==> config.mk <==
export PLATFORM = sky130hd
export DESIGN_NAME = player_draw_arbiter
export DESIGN_NICKNAME = d
export VERILOG_FILES = /design/src/rtl/tron_pkg.sv /design/src/rtl/player_draw_arbiter_rr_pick.sv /design/src/rtl/player_draw_arbiter.sv
export SDC_FILE = /design/constraint.sdc
export NUM_CORES = 1
export LEC_CHECK = 0
export ABC_AREA = 1
export CORE_UTILIZATION = 51
export DETAILED_ROUTE_END_ITERATION = 8
export HOLD_SLACK_MARGIN = 0.12
export PLACE_DENSITY = 0.88
export SLEW_MARGIN = 10
export SYNTH_ARGS = -nofsm -noshare
export SYNTH_HDL_FRONTEND = slang
export SYNTH_SLANG_ARGS = --single-unit
==> constraint.sdc <==
create_clock -name CLOCK_50 -period 3.45 [get_ports CLOCK_50]
set_clock_uncertainty 0.1 [all_clocks]
set_input_delay 0.69 -clock CLOCK_50 [delete_from_list [all_inputs] [get_ports CLOCK_50]]
set_output_delay 0.69 -clock CLOCK_50 [all_outputs]
set_load 0.02 [all_outputs]
==> src/rtl/tron_pkg.sv <==
// Shared constants for the tron display path: screen geometry, coordinate
// widths, player colours and the arbiter state encoding.
package tron_pkg;

    localparam int NUM_PLAYERS = 4;
    localparam int X_W         = 8;
    localparam int Y_W         = 7;
    localparam int COLOUR_W    = 3;
    localparam int SCREEN_W    = 160;
    localparam int SCREEN_H    = 120;

    // Player trail colours and the background used by the clear sweep.
    localparam logic [2:0] COL_P1 = 3'b001;
    localparam logic [2:0] COL_P2 = 3'b010;
    localparam logic [2:0] COL_P3 = 3'b100;
    localparam logic [2:0] COL_P4 = 3'b110;
    localparam logic [2:0] COL_BG = 3'b000;

    // Arbiter state encoding.
    localparam logic [0:0] ST_SCAN  = 1'b0;
    localparam logic [0:0] ST_CLEAR = 1'b1;

    // Index width for a set of n channels, never narrower than one bit.
    function automatic int idx_w(input int n);
        return (n <= 2) ? 1 : $clog2(n);
    endfunction

endpackage

==> src/rtl/player_draw_arbiter_rr_pick.sv <==
// Round-robin picker: first asserted request at or after ptr, circularly.
// The request vector is duplicated and shifted right by ptr so that a plain
// lowest-bit priority encoder on the low half yields the offset from ptr.
module rr_pick #(
    parameter int N  = 4,
    parameter int PW = 2
) (
    input  logic [N-1:0]  req,
    input  logic [PW-1:0] ptr,
    output logic [PW-1:0] gnt_idx,
    output logic          any
);

    localparam int SW = PW + 1;

    logic [2*N-1:0] dbl;
    logic [2*N-1:0] shifted;
    logic [N-1:0]   rot;
    logic [SW-1:0]  sum;
    logic           found;

    // Rotate the doubled request vector, priority-encode, then map the offset back.
    always_comb begin
        dbl     = {req, req};
        shifted = dbl >> ptr;
        rot     = shifted[N-1:0];
        found   = 1'b0;
        sum     = '0;
        for (int i = 0; i < N; i++) begin
            if (!found && rot[i]) begin
                found = 1'b1;
                sum   = {1'b0, ptr} + SW'(i);
            end
        end
        if (sum >= SW'(N)) begin
            sum = sum - SW'(N);
        end
        gnt_idx = sum[PW-1:0];
        any     = |req;
    end

endmodule

==> src/rtl/player_draw_arbiter.sv <==
// Pixel scheduler between the game core and the VGA adapter. Issues one
// registered plot beat per free output slot, rotating over alive on-screen
// players, and on request sweeps the whole screen with the background colour.
// A beat held under plot && !plot_ready is never altered or dropped.
module player_draw_arbiter #(
    parameter int             NUM_PLAYERS = tron_pkg::NUM_PLAYERS,
    parameter int             X_W         = tron_pkg::X_W,
    parameter int             Y_W         = tron_pkg::Y_W,
    parameter int             COLOUR_W    = tron_pkg::COLOUR_W,
    parameter int             SCREEN_W    = tron_pkg::SCREEN_W,
    parameter int             SCREEN_H    = tron_pkg::SCREEN_H,
    parameter logic [COLOUR_W-1:0] BG_COLOUR = COLOUR_W'(tron_pkg::COL_BG),
    parameter int             PW          = tron_pkg::idx_w(NUM_PLAYERS)
) (
    input  logic                              CLOCK_50,
    input  logic                              reset,
    input  logic [NUM_PLAYERS*(X_W+Y_W)-1:0]  pos_flat,
    input  logic [NUM_PLAYERS*COLOUR_W-1:0]   colour_flat,
    input  logic [NUM_PLAYERS-1:0]            alive,
    input  logic                              clear_req,
    input  logic                              plot_ready,
    output logic [X_W-1:0]                    x,
    output logic [Y_W-1:0]                    y,
    output logic [COLOUR_W-1:0]               colour,
    output logic                              plot,
    output logic                              busy,
    output logic [PW-1:0]                     last_player
);

    import tron_pkg::*;

    localparam int PE = X_W + Y_W;

    // Per-player unpacked views of the flat buses.
    logic [X_W-1:0]         px   [NUM_PLAYERS];
    logic [Y_W-1:0]         py   [NUM_PLAYERS];
    logic [COLOUR_W-1:0]    pcol [NUM_PLAYERS];
    logic [NUM_PLAYERS-1:0] eligible;

    genvar gi;
    generate
        for (gi = 0; gi < NUM_PLAYERS; gi++) begin : g_player
            assign px[gi]       = pos_flat[gi*PE + Y_W +: X_W];
            assign py[gi]       = pos_flat[gi*PE +: Y_W];
            assign pcol[gi]     = colour_flat[gi*COLOUR_W +: COLOUR_W];
            assign eligible[gi] = alive[gi]
                                  && (px[gi] < X_W'(SCREEN_W))
                                  && (py[gi] < Y_W'(SCREEN_H));
        end
    endgenerate

    // Registered state.
    logic [0:0]          state_q, state_d;
    logic [PW-1:0]       ptr_q, ptr_d;
    logic                pend_q, pend_d;
    logic [X_W-1:0]      cx_q, cx_d;
    logic [Y_W-1:0]      cy_q, cy_d;
    logic                done_q, done_d;
    logic [X_W-1:0]      x_q, x_d;
    logic [Y_W-1:0]      y_q, y_d;
    logic [COLOUR_W-1:0] col_q, col_d;
    logic                plot_q, plot_d;
    logic                busy_q, busy_d;
    logic [PW-1:0]       lp_q, lp_d;

    logic          slot_free;
    logic [PW-1:0] gnt_idx;
    logic          any_elig;

    rr_pick #(
        .N  (NUM_PLAYERS),
        .PW (PW)
    ) u_pick (
        .req     (eligible),
        .ptr     (ptr_q),
        .gnt_idx (gnt_idx),
        .any     (any_elig)
    );

    assign slot_free = !plot_q || plot_ready;

    // Next-state logic: player rotation in SCAN, raster sweep in CLEAR.
    always_comb begin
        state_d = state_q;
        ptr_d   = ptr_q;
        pend_d  = pend_q;
        cx_d    = cx_q;
        cy_d    = cy_q;
        done_d  = done_q;
        x_d     = x_q;
        y_d     = y_q;
        col_d   = col_q;
        plot_d  = plot_q;
        busy_d  = busy_q;
        lp_d    = lp_q;

        case (state_q)
            ST_SCAN: begin
                if (slot_free) begin
                    if (clear_req || pend_q) begin
                        // Current beat (if any) is accepted; start the sweep next.
                        state_d = ST_CLEAR;
                        busy_d  = 1'b1;
                        cx_d    = '0;
                        cy_d    = '0;
                        done_d  = 1'b0;
                        pend_d  = 1'b0;
                        plot_d  = 1'b0;
                    end else if (any_elig) begin
                        x_d    = px[gnt_idx];
                        y_d    = py[gnt_idx];
                        col_d  = pcol[gnt_idx];
                        plot_d = 1'b1;
                        lp_d   = gnt_idx;
                        ptr_d  = (gnt_idx == PW'(NUM_PLAYERS - 1)) ? '0 : gnt_idx + 1'b1;
                    end else begin
                        plot_d = 1'b0;
                    end
                end else if (clear_req) begin
                    // Stalled beat must finish first; remember the request.
                    pend_d = 1'b1;
                end
            end

            ST_CLEAR: begin
                if (slot_free) begin
                    if (done_q) begin
                        // Final sweep pixel has been accepted.
                        state_d = ST_SCAN;
                        busy_d  = 1'b0;
                        ptr_d   = '0;
                        plot_d  = 1'b0;
                        done_d  = 1'b0;
                    end else begin
                        x_d    = cx_q;
                        y_d    = cy_q;
                        col_d  = BG_COLOUR;
                        plot_d = 1'b1;
                        if (cx_q == X_W'(SCREEN_W - 1)) begin
                            cx_d = '0;
                            if (cy_q == Y_W'(SCREEN_H - 1)) begin
                                cy_d   = '0;
                                done_d = 1'b1;
                            end else begin
                                cy_d = cy_q + 1'b1;
                            end
                        end else begin
                            cx_d = cx_q + 1'b1;
                        end
                    end
                end
            end

            default: begin
                state_d = ST_SCAN;
            end
        endcase
    end

    // State and output registers with synchronous reset.
    always_ff @(posedge CLOCK_50) begin
        if (reset) begin
            state_q <= ST_SCAN;
            ptr_q   <= '0;
            pend_q  <= 1'b0;
            cx_q    <= '0;
            cy_q    <= '0;
            done_q  <= 1'b0;
            x_q     <= '0;
            y_q     <= '0;
            col_q   <= '0;
            plot_q  <= 1'b0;
            busy_q  <= 1'b0;
            lp_q    <= '0;
        end else begin
            state_q <= state_d;
            ptr_q   <= ptr_d;
            pend_q  <= pend_d;
            cx_q    <= cx_d;
            cy_q    <= cy_d;
            done_q  <= done_d;
            x_q     <= x_d;
            y_q     <= y_d;
            col_q   <= col_d;
            plot_q  <= plot_d;
            busy_q  <= busy_d;
            lp_q    <= lp_d;
        end
    end

    assign x           = x_q;
    assign y           = y_q;
    assign colour      = col_q;
    assign plot        = plot_q;
    assign busy        = busy_q;
    assign last_player = lp_q;

endmodule

-- Word level (Yosys, flattened, before mapping)
Cells that the tools add are included.
- multiplexer cells: 79
- order comparisons: 10
- bitwise logic cells: 3
- reduce and logical (&&, ||, !) cells: 28
- add/sub/neg operators: 7
- shift-type cells: 1
- equality and inequality tests: 12
- operators with widths (kind ; number):
    8-bit two-way mux ; 12
    7-bit two-way mux ; 13
    8-bit < comparator, second input constant ; 4
    8-bit one-hot mux with 2 select lines ; 2
    3-bit two-way mux ; 10
    7-bit < comparator, second input constant ; 4
    7-bit one-hot mux with 2 select lines ; 2
    1-bit two-way mux ; 23
    8-bit binary-select mux with 2-bit select ; 1
    2-bit two-way mux ; 8
    5-bit AND reduction ; 3
    7-bit binary-select mux with 2-bit select ; 1
    4-bit AND reduction ; 3
    1-bit logical AND ; 11
    2-bit != test, second input constant ; 5
    8-bit by 1-bit adder with 8-bit output, second input constant ; 1
    8-bit == test, second input constant ; 1
    2-bit by 1-bit != test with 1-bit output, second input constant ; 4
    1-bit one-hot mux with 2 select lines ; 4
    8-bit by 2-bit right shift with 4-bit output ; 1
    7-bit by 1-bit adder with 7-bit output, second input constant ; 1
    7-bit == test, second input constant ; 1
    2-bit by 2-bit adder with 3-bit output, second input constant ; 2
    3-bit binary-select mux with 2-bit select ; 1
    15 further kinds ; 22
- bits of input ports: 80
- word-level logic and storage cells: 152
- output and inout bits: 22
- register bits after elaboration: 42

-- Depth between registers and ports, before layout
- depth in word-level cells: 24
- gate-level depth with buffers: 18
- mapped depth without buffers: 18

-- Cells and area by module
Synthesis repeated with hierarchy kept, for this count alone.
- cell total of the unflattened synthesis: 506
- area, all modules: 3029.2 um^2
- by module, submodules not included (module ; area each (um^2) ; instances ; cells an instance ; seq. area each (um^2)):
    player_draw_arbiter ; 2745.1 ; 1 ; 450 ; 840.8
    rr_pick ; 284.0 ; 1 ; 56 ; 0.0

-- Least setup slack after synthesis
No wires, ideal clock.
- path kind: input-to-reg
- start: input port pos_flat[13]
- end: register x_q[3], in the netlist x[3]
- buffers on the path: 1
- slack: 1.122 ns
- arrival: 2.088 ns
- stages on the path: 14
- required time: 3.210 ns
- path through: o21ai_1 > nand3_1 > nand3_1 > nand2_1 > nor2_1 > nand2_1 > or2_4 > nand2_4 > inv_4 > buf_6 > nand2_1 > nand3_1 > nand2_1 > a21oi_2
- word-level cells in the longest chain between the ends: 24
- RTL lines (what ; line ; source):
    from (decl) ; player_draw_arbiter.sv:17 ; input logic [NUM_PLAYERS*(X_W+Y_W)-1:0] pos_flat,
    8-bit < comparator * ; player_draw_arbiter.sv:47 ; && (px[gi] < X_W'(SCREEN_W))
    1-bit logical AND * ; player_draw_arbiter.sv:47 ;
    1-bit logical AND * ; player_draw_arbiter.sv:48 ; && (py[gi] < Y_W'(SCREEN_H));
    8-bit by 2-bit right shift with 4-bit output ; player_draw_arbiter_rr_pick.sv:25 ; shifted = dbl >> ptr;
    1-bit two-way mux ; player_draw_arbiter_rr_pick.sv:30 ; if (!found && rot[i]) begin
    1-bit logical NOT ; player_draw_arbiter_rr_pick.sv:30 ;
    1-bit logical AND ; player_draw_arbiter_rr_pick.sv:30 ;
    1-bit two-way mux ; player_draw_arbiter_rr_pick.sv:30 ;
    (+7 left out) ; - ;
    2-bit two-way mux ; player_draw_arbiter_rr_pick.sv:35 ; if (sum >= SW'(N)) begin
    2-bit inverter with 3-bit output (implied by the code) ; player_draw_arbiter.sv:110 ; x_d = px[gnt_idx];
    8-bit binary-select mux with 2-bit select ; player_draw_arbiter.sv:110 ;
    8-bit two-way mux (implied by the code) (2 in series) ; player_draw_arbiter.sv:110 ;
    8-bit two-way mux ; player_draw_arbiter.sv:109 ; end else if (any_elig) begin
    8-bit two-way mux ; player_draw_arbiter.sv:100 ; if (clear_req || pend_q) begin
    8-bit two-way mux ; player_draw_arbiter.sv:99 ; if (slot_free) begin
    8-bit one-hot mux with 2 select lines ; player_draw_arbiter.sv:97 ; case (state_q)
    to (signal assigned) ; player_draw_arbiter.sv:169 ; x_q <= '0;
    to (signal assigned) ; player_draw_arbiter.sv:182 ; x_q <= x_d;
    to (decl) ; player_draw_arbiter.sv:59 ; logic [X_W-1:0] x_q, x_d;
Every way passes the cells marked *; elsewhere a longest branch is shown, timed or not. The select of a mux whose other input is x is not followed.
A chain may end at the register's enable or synchronous reset.

-- Worst setup path in the final report
- start: input port pos_flat[42]
- end: register col_q[2], in the netlist colour[2]
- word-level cells in the longest chain between the ends: 24
- RTL lines (what ; line ; source):
    8-bit < comparator * ; player_draw_arbiter.sv:47 ;
    1-bit logical AND * ; player_draw_arbiter.sv:47 ;
    1-bit logical AND * ; player_draw_arbiter.sv:48 ;
    8-bit by 2-bit right shift with 4-bit output ; player_draw_arbiter_rr_pick.sv:25 ;
    1-bit two-way mux ; player_draw_arbiter_rr_pick.sv:30 ;
    1-bit logical NOT ; player_draw_arbiter_rr_pick.sv:30 ;
    1-bit logical AND ; player_draw_arbiter_rr_pick.sv:30 ;
    1-bit two-way mux ; player_draw_arbiter_rr_pick.sv:30 ;
    (+7 left out) ; - ;
    2-bit two-way mux ; player_draw_arbiter_rr_pick.sv:35 ;
    2-bit inverter with 3-bit output (implied by the code) ; player_draw_arbiter.sv:112 ; col_d = pcol[gnt_idx];
    3-bit binary-select mux with 2-bit select ; player_draw_arbiter.sv:112 ;
    3-bit two-way mux (implied by the code) (2 in series) ; player_draw_arbiter.sv:112 ;
    3-bit two-way mux ; player_draw_arbiter.sv:109 ;
    3-bit two-way mux ; player_draw_arbiter.sv:100 ;
    3-bit two-way mux ; player_draw_arbiter.sv:99 ;
    3-bit one-hot mux with 2 select lines ; player_draw_arbiter.sv:97 ;
    to (signal assigned) ; player_draw_arbiter.sv:184 ; col_q <= col_d;
    to (decl) ; player_draw_arbiter.sv:61 ; logic [COLOUR_W-1:0] col_q, col_d;
Marks and branches as above.

==> flow_summary.rst <==
.. list-table::
   :header-rows: 1

   * - Metric
     - Value
   * - Result of the run
     - completed
   * - Cells on Worst Hold Path
     - 2
   * - Leakage power summed over all cells
     - 0.00187 µW
   * - Commonest cells after routing, fill and taps aside
     - sky130_fd_sc_hd__nand2_1, sky130_fd_sc_hd__clkdlybuf4s50_1, sky130_fd_sc_hd__nand3_1, sky130_fd_sc_hd__inv_1, sky130_fd_sc_hd__dfxtp_1
   * - Post-CTS resize count
     - 0
   * - Max Freq
     - 332 MHz
   * - Critical Path End Type
     - register
   * - Count of boundary I/O pins
     - 102
   * - Via total after detailed routing
     - 3651
   * - Synth Warn #
     - 0
   * - Final hold viol count
     - 0
   * - Cell depth of the worst flop-to-flop path
     - 16
   * - HPWL reported at the end of detailed placement
     - 6.92 mm
   * - Detail-routed net length per standard cell
     - 13.6 µm
   * - Cell occurring most often along the worst timing path
     - sky130_fd_sc_hd__nand2_1
   * - Post-CTS Hold Fix Bufs
     - 0
   * - Overflow after GRT
     - 0
   * - Fraction of met3 tracks used by global routing
     - 0.0420
   * - Number of register bits inferred by synthesis
     - 42
   * - Total number of placement rows
     - 28
   * - Mapped Area
     - 3140 µm²
   * - TritonCTS clock tree
     - yes
   * - Number of detailed-routing iterations run before antenna repair
     - 5
   * - Vertical extent of the die
     - 80.4 µm
   * - Layer carrying the most global-route usage
     - met2
   * - Register-to-Register Setup Slack
     - 0.88 ns
   * - Max-cap violations
     - 0
   * - Hold wc startpoint
     - x[4]$_SDFFE_PP0P_
   * - Cell-by-cell trace of the critical path
     - clkdlybuf4s50_1 -> o21ai_1 -> nand3_1 -> nand2_1 -> nand3_1 -> nand2_1 -> nor2_2 -> nand2_1 -> nand2_2 -> nand2_4 -> inv_2 -> nand2_1 -> nand2_1 -> nand2_1 -> nand2_1 -> nand2_1 -> a21oi_1
   * - Area of all placed cells without fillers
     - 4280 µm²
   * - Worst voltage drop across the vdd grid
     - 0.000335 V
   * - Hold Crit Endpoint
     - x[4]$_SDFFE_PP0P_
   * - Worst R2R Start
     - ptr_q[0]$_SDFFE_PP0P_
   * - CTS Sinks
     - 42
   * - Final count of negative-setup-slack endpoints
     - 0
   * - Horiz. Die Dim
     - 80.4 µm
   * - Post-route insts no fill
     - 672
   * - Synthesis-to-layout area growth
     - 36.4%
   * - Cell count after synthesis
     - 504
   * - Final critical path time including I/O delays and setup
     - 3.02 ns
   * - Global-route wire length before repair
     - 14.6 mm
   * - Cell with the largest stage delay on the worst path
     - sky130_fd_sc_hd__clkdlybuf4s50_1
   * - Die area
     - 6470 µm²
   * - Transition at the pin with the smallest max-transition slack
     - 0.414 ns
   * - Unrepaired setup endpoints after global routing
     - false
   * - Count of buffering cells on the critical path with inverters included
     - 2
   * - Avg Inst Size Synth
     - 6.23 µm²
   * - Largest delay contributor family on the critical path
     - simple AND/OR/NAND/NOR gates
   * - Wire length reported by the detailed router
     - 9.12 mm
   * - Placeable core region
     - 5920 µm²
   * - Placed Cells incl. Taps
     - 664
   * - Net count after synthesis
     - 586
   * - Total cell area at the placement stage
     - 4170 µm²
   * - Slew margin rel.
     - 0.724
   * - Final cell utilization of the core
     - 0.723
   * - Number of clock buffers inserted by TritonCTS
     - 5
   * - Sort of element at the start of the critical path
     - input port
   * - Initial core utilization
     - 0.530
   * - Stage delay of the slowest cell on the critical path
     - 0.42 ns
   * - Diode insertion count for antenna repair
     - 0
   * - Required arrival time at the worst endpoint
     - 3.52 ns
   * - Number of max-slew violations in the final report
     - 0
   * - Critical path peak fanout
     - 37
   * - Cell at the root of the clock tree
     - sky130_fd_sc_hd__clkbuf_8
   * - Reg-to-reg endpoint
     - colour[2]$_SDFFE_PP0P_
   * - Crit Path Class
     - in2reg
   * - Number of buffers inserted by post-CTS setup repair
     - 0
   * - Gp weighted congestion
     - 0.907
   * - Largest net degree at the start of global routing
     - 38
   * - Share of the cycle needed by the critical path after routing
     - 0.874
   * - Via count of the first global-routing pass
     - 3289
   * - Global Route met2 Usage
     - 0.491
   * - Layout cell share with drive strength beyond 1
     - 0.104
   * - Sequential area share after synthesis
     - 0.268
   * - Initial antenna violation count
     - 0
   * - Clk buf depth
     - 2
   * - Overall track demand over capacity in global routing
     - 0.285
   * - Arr. time, crit path
     - 3.08 ns
   * - Drt initial violations
     - 214
   * - Worst-path clk slew
     - 0.08 ns
   * - H-tree depth
     - 2
   * - Post-detailed-route DRC marker count
     - 0
   * - Met1 GRT Util
     - 0.353
   * - Library cells used by synthesis
     - 35
   * - P per Cell Area
     - 506 nW/µm²
   * - Port Buffers
     - 101
   * - Total negative slack
     - 0 ns
   * - Leading cell type in the layout, fill and taps excluded
     - sky130_fd_sc_hd__nand2_1
   * - Detailed-route vias per instance
     - 5.43
   * - Insertion delay of the later-clocked pin in the worst-skew pair
     - 0.29 ns
   * - Nets
     - 678
   * - Path type of the worst min-delay path
     - reg2reg
   * - Power Total
     - 2170 µW
   * - DRT antenna net count
     - 0
worst max-delay path by stage:
stage / startpoint / endpoint / slack, ns / depth (start not counted)
final: pos_flat[42] / colour[2]$_SDFFE_PP0P_ / 0.43 / 17
after global routing: pos_flat[36] / colour[2]$_SDFFE_PP0P_ / 0.25 / 19
after detailed placement: pos_flat[58] / x[3]$_SDFFE_PP0P_ / 0.22 / 15
after CTS: pos_flat[58] / x[3]$_SDFFE_PP0P_ / 0.52 / 15
after global placement: pos_flat[43] / x[3]$_SDFFE_PP0P_ / 0.31 / 15
after floorplan: pos_flat[13] / x[3]$_SDFFE_PP0P_ / 1.12 / 14
sequential cells by signal, indices dropped and copies added (netlist names):
signal / flops
cx_q: 8
x: 8
cy_q: 7
y: 7
colour: 3
last_player: 2
ptr_q: 2
busy: 1
done_q: 1
pend_q: 1
plot: 1
state_q: 1
worst min-delay path: stages, from the launching register on:
cell and delay (ns):
sky130_fd_sc_hd__dfxtp_1 0.31, sky130_fd_sc_hd__nand2_1 0.07, sky130_fd_sc_hd__a21oi_2 0.05
routing by layer:
| layer | part of all wire | routed length [µm] | vias up |
|---|---|---|---|
| met5 | 0 | 0 | - |
| li1 | - | - | 1819 |
| met3 | 0.077 | 705 | 22 |
| met1 | 0.42 | 3870 | 1643 |
| met2 | 0.47 | 4260 | 167 |
| met4 | 0.031 | 286 | 0 |
final cells by class:
type	count	area, µm²
flip-flops and latches	42	841
inverters	50	190
well taps	75	93.8
clock buffers	8	110
fillers	494	1640
repair buffers	110	1090
multi-input cells	387	1960
report_power, final:
group	leakage, µW	internal, µW	total [µW]	switching (µW)
Combinational	0.00147	465	1210	749
Clock	0.0000575	202	365	163
Sequential	0.000343	544	587	43.1
Total	0.00187	1210	2170	955
Yosys cell counts:
cell,number,area (µm²)
sky130_fd_sc_hd__a21oi_1,33,165
sky130_fd_sc_hd__nor3_1,2,10.0
sky130_fd_sc_hd__nand3b_1,15,113
sky130_fd_sc_hd__clkbuf_1,8,30.0
sky130_fd_sc_hd__inv_2,2,7.51
sky130_fd_sc_hd__nor4_1,2,12.5
sky130_fd_sc_hd__inv_1,47,176
sky130_fd_sc_hd__buf_12,1,20.0
sky130_fd_sc_hd__o21bai_1,1,7.51
sky130_fd_sc_hd__nand2_4,2,22.5
sky130_fd_sc_hd__clkbuf_2,1,5.00
sky130_fd_sc_hd__buf_6,1,11.3
sky130_fd_sc_hd__nand2_1,171,642
sky130_fd_sc_hd__buf_8,1,15.0
sky130_fd_sc_hd__nor2_1,30,113
sky130_fd_sc_hd__ha_1,2,25.0
sky130_fd_sc_hd__nor2_2,4,25.0
sky130_fd_sc_hd__o211ai_1,1,7.51
sky130_fd_sc_hd__o21ai_0,10,50.1
sky130_fd_sc_hd__buf_2,8,40.0
sky130_fd_sc_hd__a21oi_2,15,131
sky130_fd_sc_hd__nand3_2,16,160
sky130_fd_sc_hd__nand2_2,3,18.8
sky130_fd_sc_hd__buf_4,3,22.5
sky130_fd_sc_hd__xor2_1,4,35.0
sky130_fd_sc_hd__a211oi_1,3,22.5
sky130_fd_sc_hd__nand3_1,56,280
sky130_fd_sc_hd__a21oi_4,1,16.3
sky130_fd_sc_hd__nand4_1,10,62.6
sky130_fd_sc_hd__buf_1,2,7.51
sky130_fd_sc_hd__nor3b_1,1,7.51
sky130_fd_sc_hd__dfxtp_1,42,841
sky130_fd_sc_hd__o21ai_1,4,20.0
sky130_fd_sc_hd__or2_4,1,8.76
sky130_fd_sc_hd__inv_4,1,6.26
per-stage QoR:
step	setup slack, ns	hold slack (ns)
finish	0.434	0.375
global route	0.250	0.397
global placement	0.314	0.362
detailed placement	0.224	0.365
CTS	0.522	0.379
floorplan	1.12	0.364
logic make-up (layout without fill, tap and decap cells):
group | Yosys count | after routing | share of synthesized area
AO/OA/AOI/OAI | 68 | 68 | 0.134
XOR/XNOR | 4 | 4 | 0.0112
adder cells (fa/ha/maj) | 2 | 2 | 0.00797
buffers and inverters | 75 | 168 | 0.109
flip-flops | 42 | 42 | 0.268
AND/OR/NAND/NOR | 313 | 313 | 0.470
Power figures use the tool's default switching activity.
